$ cat src/rtl/mips_pkg.sv
// Shared register-file constants and helpers for the CPU write-side blocks.
package mips_pkg;

   localparam int REG_ADDR_W = 5;
   localparam int REG_DATA_W = 32;
   localparam int REG_COUNT  = 32;
   localparam logic [REG_ADDR_W-1:0] REG_ZERO = 5'd0;

   // Register 0 is hardwired to zero, so it never shows up as a pending destination.
   function automatic logic [REG_COUNT-1:0] reg_onehot(input logic [REG_ADDR_W-1:0] r);
      logic [REG_COUNT-1:0] v;
      v = '0;
      if (r != REG_ZERO) begin
         v[r] = 1'b1;
      end
      return v;
   endfunction

endpackage

$ cat src/rtl/regfile_write_arbiter_fifo.sv
// In-order tracker of outstanding loads; bus returns fill the oldest entry still awaiting data.
module load_return_fifo
   import mips_pkg::*;
#(
   parameter int DEPTH  = 2,
   parameter int DATA_W = REG_DATA_W,
   parameter int ADDR_W = REG_ADDR_W
) (
   input  logic                         i_clk,
   input  logic                         i_reset,
   input  logic                         i_alloc,
   input  logic [ADDR_W-1:0]            i_alloc_reg,
   input  logic                         i_rvalid,
   input  logic [DATA_W-1:0]            i_rdata,
   input  logic                         i_pop,
   output logic [ADDR_W-1:0]            o_head_reg,
   output logic [DATA_W-1:0]            o_head_data,
   output logic                         o_head_has_data,
   output logic [DEPTH-1:0]             o_occupied,
   output logic [DEPTH-1:0][ADDR_W-1:0] o_entry_reg,
   output logic                         o_full,
   output logic                         o_empty,
   output logic                         o_fill_miss
);

   localparam int PTR_W = $clog2(DEPTH);
   localparam int CNT_W = PTR_W + 1;

   logic [DEPTH-1:0][ADDR_W-1:0] r_reg;
   logic [DEPTH-1:0][DATA_W-1:0] r_data;
   logic [DEPTH-1:0]             r_occ;
   logic [DEPTH-1:0]             r_have;
   logic [PTR_W-1:0]             r_head;
   logic [PTR_W-1:0]             r_tail;
   logic [PTR_W-1:0]             r_fill;
   logic [CNT_W-1:0]             r_count;

   logic w_alloc;
   logic w_fill_hit;

   assign o_full          = (r_count == CNT_W'(DEPTH));
   assign o_empty         = (r_count == '0);
   assign w_alloc         = i_alloc & ~o_full;
   assign w_fill_hit      = i_rvalid & r_occ[r_fill] & ~r_have[r_fill];
   assign o_fill_miss     = i_rvalid & ~w_fill_hit;
   assign o_head_reg      = r_reg[r_head];
   assign o_head_data     = r_data[r_head];
   assign o_head_has_data = r_occ[r_head] & r_have[r_head];
   assign o_occupied      = r_occ;
   assign o_entry_reg     = r_reg;

   // Alloc, fill and pop always land on distinct entries, so their updates never collide.
   always_ff @(posedge i_clk) begin
      if (i_reset) begin
         r_reg   <= '0;
         r_data  <= '0;
         r_occ   <= '0;
         r_have  <= '0;
         r_head  <= '0;
         r_tail  <= '0;
         r_fill  <= '0;
         r_count <= '0;
      end else begin
         if (w_alloc) begin
            r_reg[r_tail]  <= i_alloc_reg;
            r_occ[r_tail]  <= 1'b1;
            r_have[r_tail] <= 1'b0;
            r_tail         <= r_tail + PTR_W'(1);
         end
         if (w_fill_hit) begin
            r_data[r_fill] <= i_rdata;
            r_have[r_fill] <= 1'b1;
            r_fill         <= r_fill + PTR_W'(1);
         end
         if (i_pop) begin
            r_occ[r_head]  <= 1'b0;
            r_have[r_head] <= 1'b0;
            r_head         <= r_head + PTR_W'(1);
         end
         case ({w_alloc, i_pop})
            2'b10:   r_count <= r_count + CNT_W'(1);
            2'b01:   r_count <= r_count - CNT_W'(1);
            default: r_count <= r_count;
         endcase
      end
   end

endmodule

$ cat src/rtl/regfile_write_arbiter.sv
// Merges ALU results and in-order load returns onto the single register-file write port.
module regfile_write_arbiter
   import mips_pkg::*;
#(
   parameter int LOAD_DEPTH = 2,
   parameter int DATA_W     = REG_DATA_W,
   parameter int ADDR_W     = REG_ADDR_W
) (
   input  logic                 i_clk,
   input  logic                 i_reset,
   input  logic                 i_clk_enable,
   input  logic                 i_alu_valid,
   input  logic [ADDR_W-1:0]    i_alu_reg,
   input  logic [DATA_W-1:0]    i_alu_data,
   output logic                 o_alu_ready,
   input  logic                 i_load_issue,
   input  logic [ADDR_W-1:0]    i_load_reg,
   output logic                 o_load_issue_ready,
   input  logic                 i_load_rvalid,
   input  logic [DATA_W-1:0]    i_load_rdata,
   output logic                 o_write_control,
   output logic [ADDR_W-1:0]    o_write_reg,
   output logic [DATA_W-1:0]    o_write_data,
   output logic [REG_COUNT-1:0] o_pending_mask,
   output logic                 o_err
);

   logic [ADDR_W-1:0]                 w_head_reg;
   logic [DATA_W-1:0]                 w_head_data;
   logic                              w_head_has_data;
   logic [LOAD_DEPTH-1:0]             w_occupied;
   logic [LOAD_DEPTH-1:0][ADDR_W-1:0] w_entry_reg;
   logic                              w_fifo_full;
   logic                              w_fifo_empty;
   logic                              w_fill_miss;
   logic                              w_alloc;
   logic                              w_pop;
   logic [REG_COUNT-1:0]              w_mask;

   logic                              r_write_control;
   logic [ADDR_W-1:0]                 r_write_reg;
   logic [DATA_W-1:0]                 r_write_data;
   logic                              r_err;

   load_return_fifo #(
      .DEPTH  (LOAD_DEPTH),
      .DATA_W (DATA_W),
      .ADDR_W (ADDR_W)
   ) u_fifo (
      .i_clk           (i_clk),
      .i_reset         (i_reset),
      .i_alloc         (w_alloc),
      .i_alloc_reg     (i_load_reg),
      .i_rvalid        (i_load_rvalid),
      .i_rdata         (i_load_rdata),
      .i_pop           (w_pop),
      .o_head_reg      (w_head_reg),
      .o_head_data     (w_head_data),
      .o_head_has_data (w_head_has_data),
      .o_occupied      (w_occupied),
      .o_entry_reg     (w_entry_reg),
      .o_full          (w_fifo_full),
      .o_empty         (w_fifo_empty),
      .o_fill_miss     (w_fill_miss)
   );

   // Duplicate destinations simply OR together, so a bit stays set until its last load pops.
   always_comb begin
      w_mask = '0;
      for (int i = 0; i < LOAD_DEPTH; i++) begin
         if (w_occupied[i]) begin
            w_mask = w_mask | reg_onehot(w_entry_reg[i]);
         end
      end
   end

   assign o_load_issue_ready = ~w_fifo_full;
   assign w_alloc            = i_clk_enable & i_load_issue & ~w_fifo_full;
   assign w_pop              = i_clk_enable & w_head_has_data & ~w_fifo_empty;
   assign o_alu_ready        = i_clk_enable & i_alu_valid & ~w_head_has_data & ~w_mask[i_alu_reg];

   // A returned load always wins the port; writes to register 0 are consumed but suppressed.
   always_ff @(posedge i_clk) begin
      if (i_reset) begin
         r_write_control <= 1'b0;
         r_write_reg     <= '0;
         r_write_data    <= '0;
         r_err           <= 1'b0;
      end else begin
         if (w_fill_miss) begin
            r_err <= 1'b1;
         end
         if (w_pop) begin
            r_write_control <= (w_head_reg != REG_ZERO);
            r_write_reg     <= w_head_reg;
            r_write_data    <= w_head_data;
         end else if (o_alu_ready) begin
            r_write_control <= (i_alu_reg != REG_ZERO);
            r_write_reg     <= i_alu_reg;
            r_write_data    <= i_alu_data;
         end else begin
            r_write_control <= 1'b0;
         end
      end
   end

   assign o_write_control = r_write_control;
   assign o_write_reg     = r_write_reg;
   assign o_write_data    = r_write_data;
   assign o_pending_mask  = w_mask;
   assign o_err           = r_err;

endmodule

$ cat config.mk
export PLATFORM = sky130hd
export DESIGN_NAME = regfile_write_arbiter
export DESIGN_NICKNAME = d
export VERILOG_FILES = /design/src/rtl/mips_pkg.sv /design/src/rtl/regfile_write_arbiter_fifo.sv /design/src/rtl/regfile_write_arbiter.sv
export SDC_FILE = /design/constraint.sdc
export NUM_CORES = 1
export LEC_CHECK = 0
export CORE_UTILIZATION = 35
export CTS_CLUSTER_SIZE = 8
export DETAILED_ROUTE_END_ITERATION = 7
export GPL_TIMING_DRIVEN = 0
export HOLD_SLACK_MARGIN = 0.08
export PLACE_DENSITY_LB_ADDON = 0.12
export SLEW_MARGIN = 20
export SYNTH_ARGS = -nofsm -noshare
export SYNTH_HDL_FRONTEND = slang
export SYNTH_SLANG_ARGS = --single-unit
$ cat constraint.sdc
create_clock -name i_clk -period 13 [get_ports i_clk]
set_clock_uncertainty 0.1 [all_clocks]
set_input_delay 3.9 -clock i_clk [delete_from_list [all_inputs] [get_ports i_clk]]
set_output_delay 3.9 -clock i_clk [all_outputs]
set_load 0.01 [all_outputs]
==> flow_summary.json, run 1 <==
{
  "antenna_found_initial": 0,
  "synth.most_common_cell": "nand2_1",
  "grt_max_degree": 17,
  "maxCapViolCount": 0,
  "path_max_fanout": 10,
  "tightest_slew_ns": 1.06,
  "internal_power_mw": 0.741,
  "ys_async_sr_fraction_pct": 0,
  "slew_headroom_pct": 28.8,
  "hpwl_um": 14800,
  "period_share_pct": 84.6,
  "synth_area_leaders": "dfxtp_1 (43%), a21oi_1 (9.8%), nand2_1 (9.2%)",
  "num_rows": 46,
  "synthTopCellsByCount": "nand2_1 (141), dfxtp_1 (122), a21oi_1 (112), clkbuf_1 (45), a22oi_1 (32)",
  "pwr-share-clk_pct": 48.1,
  "clkSlewWorstSetupHoldPaths_ns": 0.06,
  "postCtsHoldBufs": 0,
  "routed_wl_um": 20000,
  "pre_cts_ws_ns": 2.01,
  "cpPeakStageDelay_ns": 0.56,
  "cts_tree": "built",
  "irDropWorstVdd_v": 0.0000883,
  "fin_tns_setup_ns": 0,
  "start_kind": "input pin",
  "ys_ff_latch": 122,
  "dieHeight_um": 130,
  "start_util_pct": 35.9,
  "htree_levels": 4,
  "die_w_um": 130,
  "ys.warnings.count": 0,
  "cts_resized": 0,
  "fin_total_pwr_mw": 0.998,
  "cts_root_buffer": "clkbuf_16",
  "io_buffers": 148,
  "core_area_um2": 15900,
  "status": "completed",
  "finalMaxSlewViolations": 0,
  "finalSetupViolations": 0,
  "syn_avg_cell_area_um2": 8.36,
  "ant_nets": 0,
  "crit_required_ns": 9.00,
  "worst_slack_ns": 2.00,
  "syn_area_um2": 5730,
  "syn-num-nets": 766,
  "largest_register_ffs": 64,
  "hp-class": "reg2reg",
  "crit_type": "in2out",
  "fmax_ghz": 0.0909,
  "placedCellCount": 1049,
  "crit_top_cell": "clkdlybuf4s50_1",
  "vias": 6007,
  "p_leak_nw": 2.69,
  "grt-ovfl-total": 0,
  "cts.sinks": 122,
  "synth-edff-count": 0,
  "synth_flop_cell": "dfxtp_1",
  "p_per_area_nw_per_um2": 124,
  "cts_buffer_depth": 2,
  "final_area_um2": 8080,
  "place_congestion": 0.866,
  "yosysUniqueCellTypes": 54,
  "seq_area_frac_synth_pct": 42.6,
  "postCtsSetupRepairBufs": 0,
  "min_period_ns": 11.00,
  "ios": 153,
  "synth_largest_area_cell": "dfxtp_1",
  "drtPass1Iterations": 4,
  "cp_cell_sequence": "clkdlybuf4s50_1 > clkbuf_1 > nor2_1 > a221oi_1 > o31ai_4 > or2_1 > buf_4 > buf_6 > inv_1 > clkdlybuf4s50_1",
  "cts_made_buffers": 17,
  "nFillCells": 1563,
  "dpl-instance-area_um2": 7480,
  "critPathArrivalTime_ns": 7.00,
  "sw_frac_of_total_pct": 25.7,
  "syn_inst": 685,
  "wire_per_inst_um": 18.5,
  "drt_iter0_drc": 381,
  "grt_pass1_wl_um": 31100,
  "hold_viol_final": 0,
  "synth_top_area_share_pct": 42.6,
  "critPathSlowestCell": "a221oi_1",
  "worstSkewPairLatency_ns": 0.43,
  "gr-usage-all-layers_pct": 24.3,
  "worst_setup_path_end_kind": "output pin",
  "p_switching_mw": 0.257,
  "die_area_um2": 16900,
  "drc": 0,
  "instances_no_fill": 1081,
  "drive_above_1_share_pct": 7.86,
  "finalNetCount": 933,
  "rsz0062_at_grt": "no",
  "viasPerCell": 5.56,
  "area_growth_pct": 41.1,
  "grt_pass1_vias": 5782,
  "p_seq_share_pct": 39.9,
  "combPwrFrac_pct": 12.0,
  "diodes": 0
}
-- cells in the final DEF, fill, tap and decap left out, types with 3 or more instances in the layout --
cell and instances:
buf_2 11, buf_4 7, clkbuf_1 45, clkbuf_16 17
a21oi_1 112, clkdlybuf4s50_1 148, mux2i_1 11, nor3_1 8
nand2b_1 9, o22ai_1 31, dfxtp_1 122, buf_6 3
a221oi_1 3, or2_2 4, clkinvlp_4 4, nand3_1 5
o211ai_1 4, inv_6 7, nor3b_1 3, o221a_1 30
nand4_1 4, o221ai_1 8, nor2_1 21, o211a_1 4
nand4bb_1 6, a22oi_1 32, nand4b_1 7, o21ai_0 13
nand2_1 141, inv_1 5
-- per-stage QoR --
step	hold slack (ns)	utilization [%]
6_report	0.354	50.7
5_1_grt	0.368	50.7
4_1_cts	0.355	50.7
3_5_place_dp	0.347	46.9
3_3_place_gp	0.341	46.9
2_1_floorplan	0.336	-
-- power by group through the flow --
stage | clock network [mW] | logic (mW) | registers, mW
after floorplan | 0 | 0.0513 | 0.409
after detailed placement | 0 | 0.119 | 0.406
after global placement | 0 | 0.118 | 0.406
after CTS | 0.486 | 0.120 | 0.398
final | 0.480 | 0.120 | 0.398
after global routing | 0.505 | 0.129 | 0.400
-- path summary, 6_finish.rpt --
path	from	end	slack, ns	cells after the start
worst max register to register	u_fifo.o_entry_reg[5]	o_write_data[13]	9.83	9
worst min-delay path	u_fifo.r_data[31]	u_fifo.r_data[31]	0.35	2
worst min register to register	u_fifo.r_data[31]	u_fifo.r_data[31]	0.35	2
worst max-delay path	i_alu_reg[1]	o_alu_ready	2.00	10
-- kinds of logic after synthesis --
logic type	after synthesis	share of synthesized area [%]
muxes	14	2.71
DFF	122	42.6
AOI/OAI and AO/OA	253	30.2
and+or+nand+nor	219	17.9
buffers and inverters	72	5.81
adders and majority gates	1	0.218
xor gates and xnor gates	3	0.459
other	1	0.0655
-- layout make-up --
cell class	instances	area [um2]	share of cell area, %
Tap cell	216	270	3.35
Buffer	66	310	3.84
Sequential cell	122	2440	30.2
Multi-Input combinational cell	491	2950	36.5
Clock inverter	14	160	1.98
Timing Repair Buffer	148	1480	18.3
Inverter	6	22.5	0.279
Clock buffer	18	439	5.44
-- critical path: cells and delay by family --
family,cells,cell delay [ns]
buf+inv,6,1.96
compound gates,2,0.75
simple gates,2,0.40
-- layer usage --
metal | track usage, % | up-vias | wire (um)
met3 | 5.99 | 26 | 1150
met5 | 0 | - | 0
li1 | - | 2859 | -
met4 | 7.52 | 0 | 293
met2 | 39.4 | 193 | 9170
met1 | 31.6 | 2929 | 9350
(Power assumes the default switching activity.)
==> run 2, diff against run 1 <==
clock period = 9.5 ns   (was 13 ns; I/O delays follow)
==> results of run 2 <==
The final DEF is identical to that of run 1. Status: completed.
Main changes from that run: setup slack after placement 2.01 ns -> 0.612 ns; setup slack after layout 2.00 ns -> 0.597 ns; register-to-register setup slack 9.83 ns -> 6.33 ns; total power 0.998 mW -> 1.37 mW; worst IR drop on VDD 0.0000883 V -> 0.000121 V
==> run 3, diff against run 2 <==
CORE_MARGIN = 5   (was not set)
==> flow_summary.json, run 3 (synthesis results as in run 1) <==
{
  "r2r_end": "u_fifo.r_count[1]",
  "drc": 0,
  "start_kind": "input pin",
  "met1Wirelength_um": 8960,
  "wire_per_inst_um": 18.5,
  "vias": 5924,
  "worstSkewPairLatency_ns": 0.41,
  "final_common_cell": "clkdlybuf4s50_1",
  "cts_tree": "built",
  "viasPerCell": 5.48,
  "worst_setup_path_end_kind": "output pin",
  "final_area_um2": 8120,
  "core_area_um2": 15900,
  "antenna_found_initial": 0,
  "critPathArrivalTime_ns": 5.94,
  "crit_required_ns": 6.55,
  "io_buffers": 148,
  "cts_buffer_depth": 2,
  "cts_made_buffers": 17,
  "top_layer_used": "met4",
  "rsz0062_at_grt": "no",
  "rr_startpoint": "u_fifo.r_head",
  "hold_depth": 2,
  "hold_viol_final": 0,
  "p_switching_mw": 0.327,
  "area_growth_pct": 41.8,
  "routed_wl_um": 20000,
  "postCtsHoldBufs": 0,
  "r2r_slack_ns": 6.45,
  "start_util_pct": 35.9,
  "num_rows": 46,
  "p_per_area_nw_per_um2": 173,
  "period_share_pct": 93.6,
  "path_max_fanout": 10,
  "combPwrFrac_pct": 11.6,
  "grt_pass1_wl_um": 30400,
  "maxCapViolCount": 0,
  "drt_iter0_drc": 346,
  "fmax_ghz": 0.113,
  "largest_register_ffs": 64,
  "die_area_um2": 19000,
  "min_from": "u_fifo.r_data[41]",
  "crit_type": "in2out",
  "hpwl_um": 14900,
  "status": "completed",
  "internal_power_mw": 1.08,
  "htree_levels": 4,
  "cts_root_buffer": "clkbuf_16",
  "sw_frac_of_total_pct": 23.3,
  "gr-usage-all-layers_pct": 20.6,
  "clkSlewWorstSetupHoldPaths_ns": 0.06,
  "place_congestion": 0.854,
  "multiInputGateArea_um2": 2960,
  "ios": 153,
  "drive_above_1_share_pct": 7.75,
  "grt-ovfl-total": 0,
  "drtPass1Iterations": 5,
  "tightest_slew_ns": 0.624,
  "die_w_um": 138,
  "dpl-instance-area_um2": 7480,
  "nFillCells": 1549,
  "met3_length_um": 1530,
  "dieHeight_um": 138,
  "wl_met2_um": 9270,
  "cts_resized": 0,
  "hp-class": "reg2reg",
  "finalNetCount": 933,
  "grt_pass1_vias": 5786,
  "finalMaxSlewViolations": 0,
  "irDropWorstVdd_v": 0.000180,
  "mostFrequentLayoutCells": "clkdlybuf4s50_1 (148), nand2_1 (141), dfxtp_1 (122)",
  "grt_max_degree": 17,
  "regArea_um2": 2440,
  "finalSetupViolations": 0,
  "slew_headroom_pct": 58.2,
  "min_period_ns": 8.89,
  "fin_tns_setup_ns": 0,
  "cts.sinks": 122,
  "diodes": 0,
  "p_leak_nw": 2.71,
  "reg2reg_depth": 9,
  "ant_nets": 0,
  "postCtsSetupRepairBufs": 0,
  "min_to": "u_fifo.r_data[41]",
  "p_seq_share_pct": 38.8,
  "pwr-share-clk_pct": 49.5
}
-- run 3: worst max path at each step --
stage | startpoint | cells past startpoint | end | slack (ns)
6_report | i_alu_reg[1] | 11 | o_alu_ready | 0.61
5_1_grt | i_alu_reg[1] | 11 | o_alu_ready | 0.46
4_1_cts | i_alu_reg[1] | 11 | o_alu_ready | 0.64
3_5_place_dp | i_alu_reg[1] | 11 | o_alu_ready | 0.65
3_3_place_gp | i_alu_reg[1] | 11 | o_alu_ready | 0.66
2_1_floorplan | i_alu_reg[0] | 11 | o_alu_ready | 1.96
-- run 3: metal layers --
metal,up-vias,track usage [%]
met2,222,33.8
met3,18,5.84
li1,2856,-
met5,-,0
met1,2828,26.4
met4,0,6.09
-- run 3: final cells by class --
class	instances	share of cell area [%]
Multi-Input combinational cell	491	36.4
Sequential cell	122	30.1
Timing Repair Buffer	148	18.2
Clock buffer	22	5.84
Buffer	66	3.82
Tap cell	216	3.33
Clock inverter	10	2.02
Inverter	6	0.277
-- run 3: power groups by stage --
stage / Combinational (mW) / Clock (mW) / Sequential [mW]
after floorplan: 0.0703 / 0 / 0.559
after global placement: 0.161 / 0 / 0.555
after detailed placement: 0.163 / 0 / 0.555
after CTS: 0.164 / 0.705 / 0.545
after global routing: 0.176 / 0.729 / 0.547
final: 0.163 / 0.695 / 0.545
-- run 3: per-stage QoR --
stage | std cells | utilization, % | hold WS (ns) | power (mW) | worst slack, ns
4_1_cts | 1081 | 50.9 | 0.355 | 1.41 | 0.637
5_1_grt | 1081 | 50.9 | 0.377 | 1.45 | 0.461
2_1_floorplan | 685 | - | 0.336 | 0.629 | 1.96
6_report | 1081 | 50.9 | 0.353 | 1.40 | 0.612
3_3_place_gp | 1049 | 46.9 | 0.342 | 0.716 | 0.664
3_5_place_dp | 1049 | 46.9 | 0.348 | 0.719 | 0.645
-- run 3: critical path, stage by stage --
cell	delay (ns)
clkdlybuf4s50_1	0.54
clkbuf_1	0.45
nor2_1	0.17
a221oi_1	0.28
a211o_1	0.23
o2111ai_4	0.18
or2_1	0.27
buf_4	0.19
buf_6	0.17
inv_1	0.06
clkdlybuf4s50_1	0.54
